## config.mk

```make
export PLATFORM = sky130hd
export DESIGN_NAME = mem_addr_ctrl_flat
export DESIGN_NICKNAME = d
export VERILOG_FILES = /design/src/rtl/mem_addr_ctrl_if.sv /design/src/rtl/mem_addr_ctrl.sv /design/src/flat_wrapper.sv
export SDC_FILE = /design/constraint.sdc
export NUM_CORES = 1
export LEC_CHECK = 0
export CAP_MARGIN = 20
export CORE_ASPECT_RATIO = 0.9
export CORE_MARGIN = 1
export CORE_UTILIZATION = 50
export CTS_BUF_LIST = sky130_fd_sc_hd__clkbuf_2
export CTS_CLUSTER_SIZE = 28
export DETAILED_ROUTE_END_ITERATION = 8
export DONT_BUFFER_PORTS = 1
export HOLD_SLACK_MARGIN = 0.1
export PLACE_DENSITY = 0.66
export SLEW_MARGIN = 20
export SYNTH_ARGS = -nofsm -noshare
export SYNTH_HDL_FRONTEND = slang
export SYNTH_SLANG_ARGS = --single-unit
```

## constraint.sdc

```tcl
create_clock -name clk -period 1.5 [get_ports clk]
set_clock_uncertainty 0.15 [all_clocks]
set_input_delay 0.075 -clock clk [delete_from_list [all_inputs] [get_ports clk]]
set_output_delay 0.075 -clock clk [all_outputs]
set_load 0.1 [all_outputs]
```

## src/rtl/mem_addr_ctrl_if.sv

```systemverilog
// mem_addr_ctrl_if: bus bundle between the controller/datapath and the memory address controller.
//   Controller side (master drives): load_pc, reset_pc, load_addr, addr_sel, mem_cmd, dp_out.
//   RAM side (master drives): ram_dout.
//   Controller outputs (slave drives): ram_addr, ram_din, ram_we, pc, mdata, mem_done, cmd_err.
// The slave modport is the controller block itself; the master modport is its environment.
interface mem_addr_ctrl_if #(
   parameter int unsigned ADDR_W = 9,
   parameter int unsigned DATA_W = 16
);
   logic              load_pc;
   logic              reset_pc;
   logic              load_addr;
   logic              addr_sel;
   logic [1:0]        mem_cmd;
   logic [DATA_W-1:0] dp_out;
   logic [DATA_W-1:0] ram_dout;
   logic [ADDR_W-1:0] ram_addr;
   logic [DATA_W-1:0] ram_din;
   logic              ram_we;
   logic [ADDR_W-1:0] pc;
   logic [DATA_W-1:0] mdata;
   logic              mem_done;
   logic              cmd_err;

   modport master (
      output load_pc, reset_pc, load_addr, addr_sel, mem_cmd, dp_out, ram_dout,
      input  ram_addr, ram_din, ram_we, pc, mdata, mem_done, cmd_err
   );

   modport slave (
      input  load_pc, reset_pc, load_addr, addr_sel, mem_cmd, dp_out, ram_dout,
      output ram_addr, ram_din, ram_we, pc, mdata, mem_done, cmd_err
   );
endinterface

```

## src/rtl/mem_addr_ctrl.sv

```systemverilog
// mem_addr_ctrl: program counter, data-address register and a small read/write sequencer
// in front of a synchronous RAM with RD_LAT cycles of read latency.
// Ports:
//   clk   - rising-edge clock
//   reset - synchronous, active-low reset
//   bus   - mem_addr_ctrl_if slave modport (controller strobes, datapath/RAM data, RAM
//           address/data/write-enable, pc, mdata, mem_done pulse, sticky cmd_err)
module mem_addr_ctrl #(
   parameter int unsigned ADDR_W = 9,
   parameter int unsigned DATA_W = 16,
   parameter int unsigned RD_LAT = 1
) (
   input logic            clk,
   input logic            reset,
   mem_addr_ctrl_if.slave bus
);

   typedef enum logic [1:0] {StIdle, StRdWait, StRdCap, StWr} state_e;

   localparam logic [2:0] WaitInit = 3'(RD_LAT - 1);

   state_e            state_q, state_d;
   logic [2:0]        cnt_q, cnt_d;
   logic [ADDR_W-1:0] pc_q, pc_d;
   logic [ADDR_W-1:0] daddr_q, daddr_d;
   logic [ADDR_W-1:0] ram_addr_q, ram_addr_d;
   logic [DATA_W-1:0] ram_din_q, ram_din_d;
   logic [DATA_W-1:0] mdata_q, mdata_d;
   logic              cmd_err_q, cmd_err_d;
   logic [ADDR_W-1:0] sel_addr;
   logic              mem_done;
   logic              ram_we;

   // Address registers update every cycle regardless of what the sequencer is doing.
   always_comb begin
      pc_d = pc_q;
      if (bus.load_pc) begin
         pc_d = bus.reset_pc ? '0 : pc_q + 1'b1;
      end
      daddr_d = bus.load_addr ? bus.dp_out[ADDR_W-1:0] : daddr_q;
      sel_addr = bus.addr_sel ? pc_q : daddr_q;
   end

   // Sequencer. The address goes out from ram_addr_q one edge after the command is taken, so
   // even at RD_LAT=1 one RD_WAIT cycle is needed before the RAM data can be captured.
   always_comb begin
      state_d    = state_q;
      cnt_d      = cnt_q;
      ram_addr_d = ram_addr_q;
      ram_din_d  = ram_din_q;
      mdata_d    = mdata_q;
      cmd_err_d  = cmd_err_q;
      mem_done   = 1'b0;
      ram_we     = 1'b0;
      unique case (state_q)
         StIdle: begin
            case (bus.mem_cmd)
               2'b01: begin
                  ram_addr_d = sel_addr;
                  cnt_d      = WaitInit;
                  state_d    = StRdWait;
               end
               2'b10: begin
                  ram_addr_d = sel_addr;
                  ram_din_d  = bus.dp_out;
                  state_d    = StWr;
               end
               2'b11: cmd_err_d = 1'b1;
               default: ;
            endcase
         end
         StRdWait: begin
            if (cnt_q == 3'd0) begin
               state_d = StRdCap;
            end else begin
               cnt_d = cnt_q - 1'b1;
            end
         end
         StRdCap: begin
            mdata_d  = bus.ram_dout;
            mem_done = 1'b1;
            state_d  = StIdle;
         end
         StWr: begin
            ram_we   = 1'b1;
            mem_done = 1'b1;
            state_d  = StIdle;
         end
         default: state_d = StIdle;
      endcase
   end

   always_ff @(posedge clk) begin
      if (!reset) begin
         state_q    <= StIdle;
         cnt_q      <= '0;
         pc_q       <= '0;
         daddr_q    <= '0;
         ram_addr_q <= '0;
         ram_din_q  <= '0;
         mdata_q    <= '0;
         cmd_err_q  <= 1'b0;
      end else begin
         state_q    <= state_d;
         cnt_q      <= cnt_d;
         pc_q       <= pc_d;
         daddr_q    <= daddr_d;
         ram_addr_q <= ram_addr_d;
         ram_din_q  <= ram_din_d;
         mdata_q    <= mdata_d;
         cmd_err_q  <= cmd_err_d;
      end
   end

   assign bus.ram_addr = ram_addr_q;
   assign bus.ram_din  = ram_din_q;
   assign bus.ram_we   = ram_we;
   assign bus.pc       = pc_q;
   assign bus.mdata    = mdata_q;
   assign bus.mem_done = mem_done;
   assign bus.cmd_err  = cmd_err_q;

endmodule

```

## src/flat_wrapper.sv

```systemverilog
// flat-port wrapper written by rule: the top's interface ports become plain ports
module mem_addr_ctrl_flat 
#(
   parameter int unsigned ADDR_W = 9,
   parameter int unsigned DATA_W = 16,
   parameter int unsigned RD_LAT = 1
)
  (clk, reset, bus_load_pc, bus_reset_pc, bus_load_addr, bus_addr_sel, bus_mem_cmd, bus_dp_out, bus_ram_dout, bus_ram_addr, bus_ram_din, bus_ram_we, bus_pc, bus_mdata, bus_mem_done, bus_cmd_err);
  mem_addr_ctrl_if #(.ADDR_W(ADDR_W), .DATA_W(DATA_W)) bus_i ();
  input logic clk;
  input logic reset;
  input wire logic [$bits(bus_i.load_pc)-1:0] bus_load_pc;
  input wire logic [$bits(bus_i.reset_pc)-1:0] bus_reset_pc;
  input wire logic [$bits(bus_i.load_addr)-1:0] bus_load_addr;
  input wire logic [$bits(bus_i.addr_sel)-1:0] bus_addr_sel;
  input wire logic [$bits(bus_i.mem_cmd)-1:0] bus_mem_cmd;
  input wire logic [$bits(bus_i.dp_out)-1:0] bus_dp_out;
  input wire logic [$bits(bus_i.ram_dout)-1:0] bus_ram_dout;
  output wire logic [$bits(bus_i.ram_addr)-1:0] bus_ram_addr;
  output wire logic [$bits(bus_i.ram_din)-1:0] bus_ram_din;
  output wire logic [$bits(bus_i.ram_we)-1:0] bus_ram_we;
  output wire logic [$bits(bus_i.pc)-1:0] bus_pc;
  output wire logic [$bits(bus_i.mdata)-1:0] bus_mdata;
  output wire logic [$bits(bus_i.mem_done)-1:0] bus_mem_done;
  output wire logic [$bits(bus_i.cmd_err)-1:0] bus_cmd_err;
  assign bus_i.load_pc = bus_load_pc;
  assign bus_i.reset_pc = bus_reset_pc;
  assign bus_i.load_addr = bus_load_addr;
  assign bus_i.addr_sel = bus_addr_sel;
  assign bus_i.mem_cmd = bus_mem_cmd;
  assign bus_i.dp_out = bus_dp_out;
  assign bus_i.ram_dout = bus_ram_dout;
  assign bus_ram_addr = bus_i.ram_addr;
  assign bus_ram_din = bus_i.ram_din;
  assign bus_ram_we = bus_i.ram_we;
  assign bus_pc = bus_i.pc;
  assign bus_mdata = bus_i.mdata;
  assign bus_mem_done = bus_i.mem_done;
  assign bus_cmd_err = bus_i.cmd_err;
  mem_addr_ctrl #(.ADDR_W(ADDR_W), .DATA_W(DATA_W), .RD_LAT(RD_LAT)) u_core (.clk(clk), .reset(reset), .bus(bus_i));
endmodule
```

==> metrics.md, run 1 <==
| Metric | Value |
|---|---|
| WL final | `between 7000 and 8000 um` |
| Final Cycle Share | `101%` |
| P&R area growth vs syn | `48.1%` |
| Residual DRC | `0` |
| Most numerous cell in the Yosys netlist | `nand2_1` |
| Critical Path Fanout Max | `3` |
| RSZ-0062 raised after global routing | `true` |
| Final min period | `1.52 ns` |
| EDFF count, synth | `0` |
| Die W | `78.4 um` |
| Achievable Freq | `between 600 and 700 MHz` |
| Port bufs | `0` |
| Worst vdd rail ir drop | `0.879 mV` |
| Fin. Hold Viols | `0` |
| Finished Layout Cells | `between 400 and 500` |
| Worst Max-Slew Pin Slew | `slightly below 0.6 ns` |
| Met2 Resource Use GR | `51.9%` |
| Die Span Y | `approximately 70 um` |
| Sink count of the clock tree | `65` |
| Sequential fraction of the synthesis area | `49.5%` |
| CP required | `1.27 ns` |
| Drt via density | `5.23` |
| Dpl cells | `409` |
| Crit path DAT | `1.29 ns` |
| Lkg Pwr | `0.00162 uW` |
| Final HPWL DP | `approximately 4000 um` |
| Mean Syn Cell Area | `between 8 and 9 um2` |
| Post-Syn Area | `0.00263 mm2` |
| Final setup fails | `1` |
| Dominant cell type by area after synthesis | `dfxtp_1` |
| Routed length per instance | `15.8 um` |
| GR peak layer | `met2` |
| Post-synthesis cell type count | `32` |
| Antenna violations before repair | `0` |
| Outcome | `finished, violations left` |
| Clk root buf | `clkbuf_2` |
| NumNets Final | `between 400 and 500` |
| Number of routed nets with antenna violations | `0` |
| Most instantiated cells after synthesis | `nand2_1, dfxtp_1, a21oi_1, nor2_1, mux2i_1` |
| HP Class | `input pin to register` |
| Max-Cap Viols | `0` |
| Maximum clock path buffer count | `2` |
| Global-route wire length before repair | `about 12000 um` |
| DIE AREA | `around 0.0055 mm2` |
| Element type at the critical path start | `register` |
| CP endpoint kind | `primary output` |
| GRT overflow | `0` |
| Ys Warns | `0` |
| Synthesized net count | `347` |
| Largest net degree at the start of global routing | `44` |
| 1st-iter DRT viols | `~130` |
| Final core occ | `78.5%` |
| Flops & latches, synth | `65` |
| Met3 Track Usage GR | `9.81%` |
| Antenna fix cells | `0` |
| Num rows | `24` |
| GRT Total Usage | `28.3%` |
| # IOs | `93` |
| Post-synth ARST share | `0%` |
| Core footprint | `0.00495 mm2` |
| Reg clk slew, reported paths | `0.16 ns` |
| Share of post-route cells with drive strength above 1 | `26.4%` |
| Initial core utilization | `53.0%` |
| Number of buffers created by CTS | `9` |
| Worst slew margin | `approximately 61%` |
| Fin. max-slew vios | `0` |
| Crit Path Class | `register to primary output` |
| Final WS setup | `-0.0176 ns` |
| Clock latency on the worst-skew pair | `0.48 ns` |
| Vias in the first global route | `2549` |
| Vias | `2541` |
| Cells after synthesis | `301` |
| RD Place Congestion | `0.745` |
| Failing checks | `negative setup slack` |
| CTS tree | `yes` |
| Grt met1 use | `30.0%` |
| Primary FF master, synth | `dfxtp_1` |
| Synth area leaders | `dfxtp_1, nand2_1, a21oi_1` |
| First-pass DRT Iterations | `5` |
| Post-synth top area share | `49.5%` |
| Cell area power density | `1090 mW/mm2` |
| CTS H-tree lvls | `3` |
metrics by stage:
| step | setup WS, ns | power (uW) | setup TNS (ns) | hold slack (ns) | instance area, um2 |
|---|---|---|---|---|---|
| 2_1_floorplan | -0.0783 | 3010 | -0.102 | 0.0610 | 2670 |
| 3_3_place_gp | 0.0820 | 3210 | 0 | 0.0628 | 3130 |
| 3_5_place_dp | 0.00695 | 3240 | 0 | 0.0672 | 3130 |
| 4_1_cts | -0.0236 | 4190 | -0.0236 | 0.101 | 3810 |
| 5_1_grt | -0.0874 | 4400 | -0.314 | 0.101 | 3890 |
| 6_report | -0.0176 | 4240 | -0.0176 | 0.133 | 3890 |
layer usage:
metal	wire [um]	vias to the layer above	share of wire (%)
li1	-	1248	-
met1	3030	1183	40
met2	4020	88	52
met3	378	22	4.9
met4	229	0	3.0
met5	0	-	0
flip-flops by register name (all words and copies together) (netlist names):
name and cells:
u_core.bus.mdata 16, u_core.cnt_q 3, u_core.bus.pc 9, u_core.bus.ram_addr 9
u_core.daddr_q 9, u_core.bus.cmd_err 1, u_core.state_q 2, u_core.bus.ram_din 16
logic make-up after synthesis:
group	count (synthesis)	synth area share, %
AND/OR/NAND/NOR	123	21.0
multiplexers	19	7.24
adder cells (fa/ha/maj)	6	2.86
buffers and inverters	27	5.90
flip-flops	65	49.5
XOR/XNOR	3	1.00
AO/OA/AOI/OAI	58	12.4
where the power goes:
group,switching [uW],leakage (uW),internal (uW)
logic,1090,0.00102,443
registers,74.5,0.000539,1840
clock network,588,0.0000595,215
total,1750,0.00162,2490
area by class of cell:
| class | instances | area (um2) |
|---|---|---|
| flip-flops and latches | 65 | 1340 |
| clock inverters | 4 | 20.0 |
| repair buffers | 126 | 1150 |
| clock buffers | 11 | 55.1 |
| fillers | 320 | 1060 |
| well taps | 65 | 81.3 |
| multi-input cells | 209 | 1220 |
| inverters | 6 | 22.5 |
placed cells by master, fill, tap and decap left out, types with 4 or more instances in the layout:
cell and n:
nand2_1 70, buf_4 61, dlygate4sd3_1 55, dfxtp_1 52, a21oi_1 40, nor2_1 25
mux2i_1 19, clkbuf_2 11, a211oi_1 9, dfxtp_4 8, inv_1 6, buf_6 5
dfxtp_2 5, nand4_1 4, o21ai_0 4, or3_1 4
critical path, cell delays in order, from the launching register on:
cell,delay (ns)
dfxtp_4,0.38
buf_6,0.12
and2_4,0.16
buf_12,0.16
repair_timing:
item,in CTS,in global routing
cloned,0,1
setup endpoints to repair,6,26
resized for setup,12,16
pin swaps,1,2
hold buffers,54,1
buffers inserted,4,2
endpoints found under the hold margin,65,1
path summary, 6_finish.rpt:
check / from / depth (start not counted) / end / slack (ns)
setup / recovery: u_core.state_q[1] / 3 / bus_ram_we / -0.02
hold / removal: bus_ram_dout[15] / 3 / u_core.bus.mdata[15] / 0.13
setup reg to reg: u_core.state_q[0] / 5 / u_core.bus.ram_din[0] / 0.01
hold reg to reg: u_core.bus.mdata[14] / 2 / u_core.bus.mdata[14] / 0.32
Note: power is estimated with default switching activity, not from simulation.
==> inputs of run 2 (changes only) <==
--- a/config.mk
+++ b/config.mk
@@ -7,15 +7,14 @@
 export LEC_CHECK = 0
 export CAP_MARGIN = 20
 export CORE_ASPECT_RATIO = 0.9
-export CORE_MARGIN = 1
-export CORE_UTILIZATION = 50
+export CORE_UTILIZATION = 55
 export CTS_BUF_LIST = sky130_fd_sc_hd__clkbuf_2
 export CTS_CLUSTER_SIZE = 28
 export DETAILED_ROUTE_END_ITERATION = 8
 export DONT_BUFFER_PORTS = 1
 export HOLD_SLACK_MARGIN = 0.1
-export PLACE_DENSITY = 0.66
-export SLEW_MARGIN = 20
+export PLACE_DENSITY = 0.71
+export SLEW_MARGIN = 0
 export SYNTH_ARGS = -nofsm -noshare
 export SYNTH_HDL_FRONTEND = slang
 export SYNTH_SLANG_ARGS = --single-unit
==> metrics.md, run 2 (synthesis results as in run 1) <==
| Metric | Value |
|---|---|
| Fin. Hold Viols | `0` |
| Finished Layout Cells | `~500` |
| Routed length per instance | `16.4 um` |
| Initial core utilization | `58.2%` |
| Die Span Y | `67.6 um` |
| P&R area growth vs syn | `50.6%` |
| Critical Path Fanout Max | `4` |
| Worst vdd rail ir drop | `0.743 mV` |
| RD Place Congestion | `approximately 0.81` |
| Worst slew margin | `~58%` |
| Final setup fails | `0` |
| Port bufs | `0` |
| Number of buffers created by CTS | `9` |
| Hold WS | `0.151 ns` |
| CTS tree | `yes` |
| Commonest non-fill, non-tap cell in the layout | `nand2_1` |
| Element type at the critical path start | `register` |
| CP endpoint kind | `register` |
| CTS H-tree lvls | `3` |
| Most frequent cells in the layout | `nand2_1, dlygate4sd3_1, buf_4` |
| Worst Max-Slew Pin Slew | `just over 0.6 ns` |
| # IOs | `93` |
| Number of routed nets with antenna violations | `0` |
| HP Class | `input pin to register` |
| Worst reg2reg path depth | `4` |
| Vias in the first global route | `approximately 2300` |
| Max-Cap Viols | `0` |
| Cell area power density | `about 1100 mW/mm2` |
| Residual DRC | `0` |
| Die W | `74.9 um` |
| Final Cycle Share | `98.6%` |
| Antenna fix cells | `0` |
| GRT overflow | `0` |
| Largest net degree at the start of global routing | `57` |
| CP required | `1.76 ns` |
| Final HPWL DP | `4150 um` |
| Outcome | `finished clean` |
| Levels on crit path | `4` |
| Sink count of the clock tree | `between 60 and 70` |
| Clock latency on the worst-skew pair | `0.48 ns` |
| Final min period | `1.48 ns` |
| Share of post-route cells with drive strength above 1 | `25.5%` |
| Vias | `2613` |
| Hold path cells | `3` |
| Num rows | `23` |
| Crit path DAT | `roughly 1.7 ns` |
| Achievable Freq | `676 MHz` |
| 1st-iter DRT viols | `88` |
| Crit path max-delay family | `simple AND/OR/NAND/NOR gates` |
| WL final | `between 7000 and 8000 um` |
| CP max stage delay | `0.42 ns` |
| Clk root buf | `clkbuf_2` |
| RSZ-0062 raised after global routing | `true` |
| Buf+Inv Stages, Crit Path | `0` |
| Antenna violations before repair | `0` |
| Global-route wire length before repair | `10900 um` |
| Lkg Pwr | `0.00163 uW` |
| DIE AREA | `0.00506 mm2` |
| GRT Total Usage | `29.7%` |
| Crit Path Class | `register to register` |
| Dpl cells | `406` |
| Drt via density | `around 5.4` |
| Worst path slowest cell | `dfxtp_4` |
| Critical path, cell by cell | `ha_4, nand4_1, or3_4, a21oi_2` |
| Maximum clock path buffer count | `2` |
| First-pass DRT Iterations | `4` |
| Reg clk slew, reported paths | `0.17 ns` |
| Core footprint | `between 0.004 and 0.005 mm2` |
| NumNets Final | `roughly 470` |
| Fin. max-slew vios | `0` |
[run 2: cell types whose count changed in the layout (fill, tap and decap cells not counted), moves of 2 or more]
cell	change
buf_4	-7
dlygate4sd3_1	+7
buf_6	+4
a211oi_1	-3
a211oi_2	+3
buf_8	-2
nand2_1	+2
nand2_2	-2
[run 2: routing by layer]
metal	part of all wire, %	GRT usage (%)	vias to the layer above
met5	0	0	-
met4	2.2	11.1	0
met3	7.0	13.0	19
met2	52	52.9	111
met1	38	30.7	1240
li1	-	-	1243
[run 2: area by class of cell]
cell class,count,area [um2]
well taps,62,77.6
flip-flops and latches,65,1340
clock inverters,4,43.8
multi-input cells,209,1230
inverters,6,22.5
fillers,223,562
clock buffers,12,60.1
repair buffers,128,1190
[run 2: timing repair]
action                                  in CTS  in global routing
hold endpoints to repair                    65                  8
gates resized for setup                      6                 20
hold buffers                                54                  8
setup buffers                                0                  2
pin swaps                                    0                  4
endpoints found under the setup margin       5                 16
[run 2: final timing paths]
path	endpoint	slack (ns)	startpoint
hold / removal	u_core.bus.ram_din[15]	0.15	bus_dp_out[15]
setup / recovery	u_core.bus.pc[6]	0.02	u_core.bus.pc[1]
hold reg to reg	u_core.bus.mdata[5]	0.32	u_core.bus.mdata[5]
setup reg to reg	u_core.bus.pc[6]	0.02	u_core.bus.pc[1]
[run 2: worst min-delay path, delay by kind of cell]
kind | cells | cell delay [ns]
AND/OR/NAND/NOR | 1 | 0.07
AO/OA/AOI/OAI | 1 | 0.06
buffers and inverters | 1 | 0.56
[run 2: per-stage QoR]
| stage | util [%] | setup slack [ns] | instance area (um2) | total power, uW | setup TNS, ns |
|---|---|---|---|---|---|
| 4_1_cts | 83.8 | 0.00396 | 3790 | 4330 | 0 |
| 2_1_floorplan | - | -0.0783 | 2670 | 3010 | -0.102 |
| 6_report | 87.6 | 0.0209 | 3960 | 4410 | 0 |
| 3_5_place_dp | 69.3 | -0.00155 | 3130 | 3240 | -0.00155 |
| 5_1_grt | 87.6 | -0.0476 | 3960 | 4570 | -0.165 |
| 3_3_place_gp | 69.3 | 0.0543 | 3130 | 3220 | 0 |
[run 2: power by group]
group          leakage (uW)  internal (uW)  switching, uW  total, uW
Clock             0.0000734            397            594        990
Sequential         0.000539           1840           83.4       1920
Combinational       0.00102            423           1080       1500
Total               0.00163           2660           1750       4410
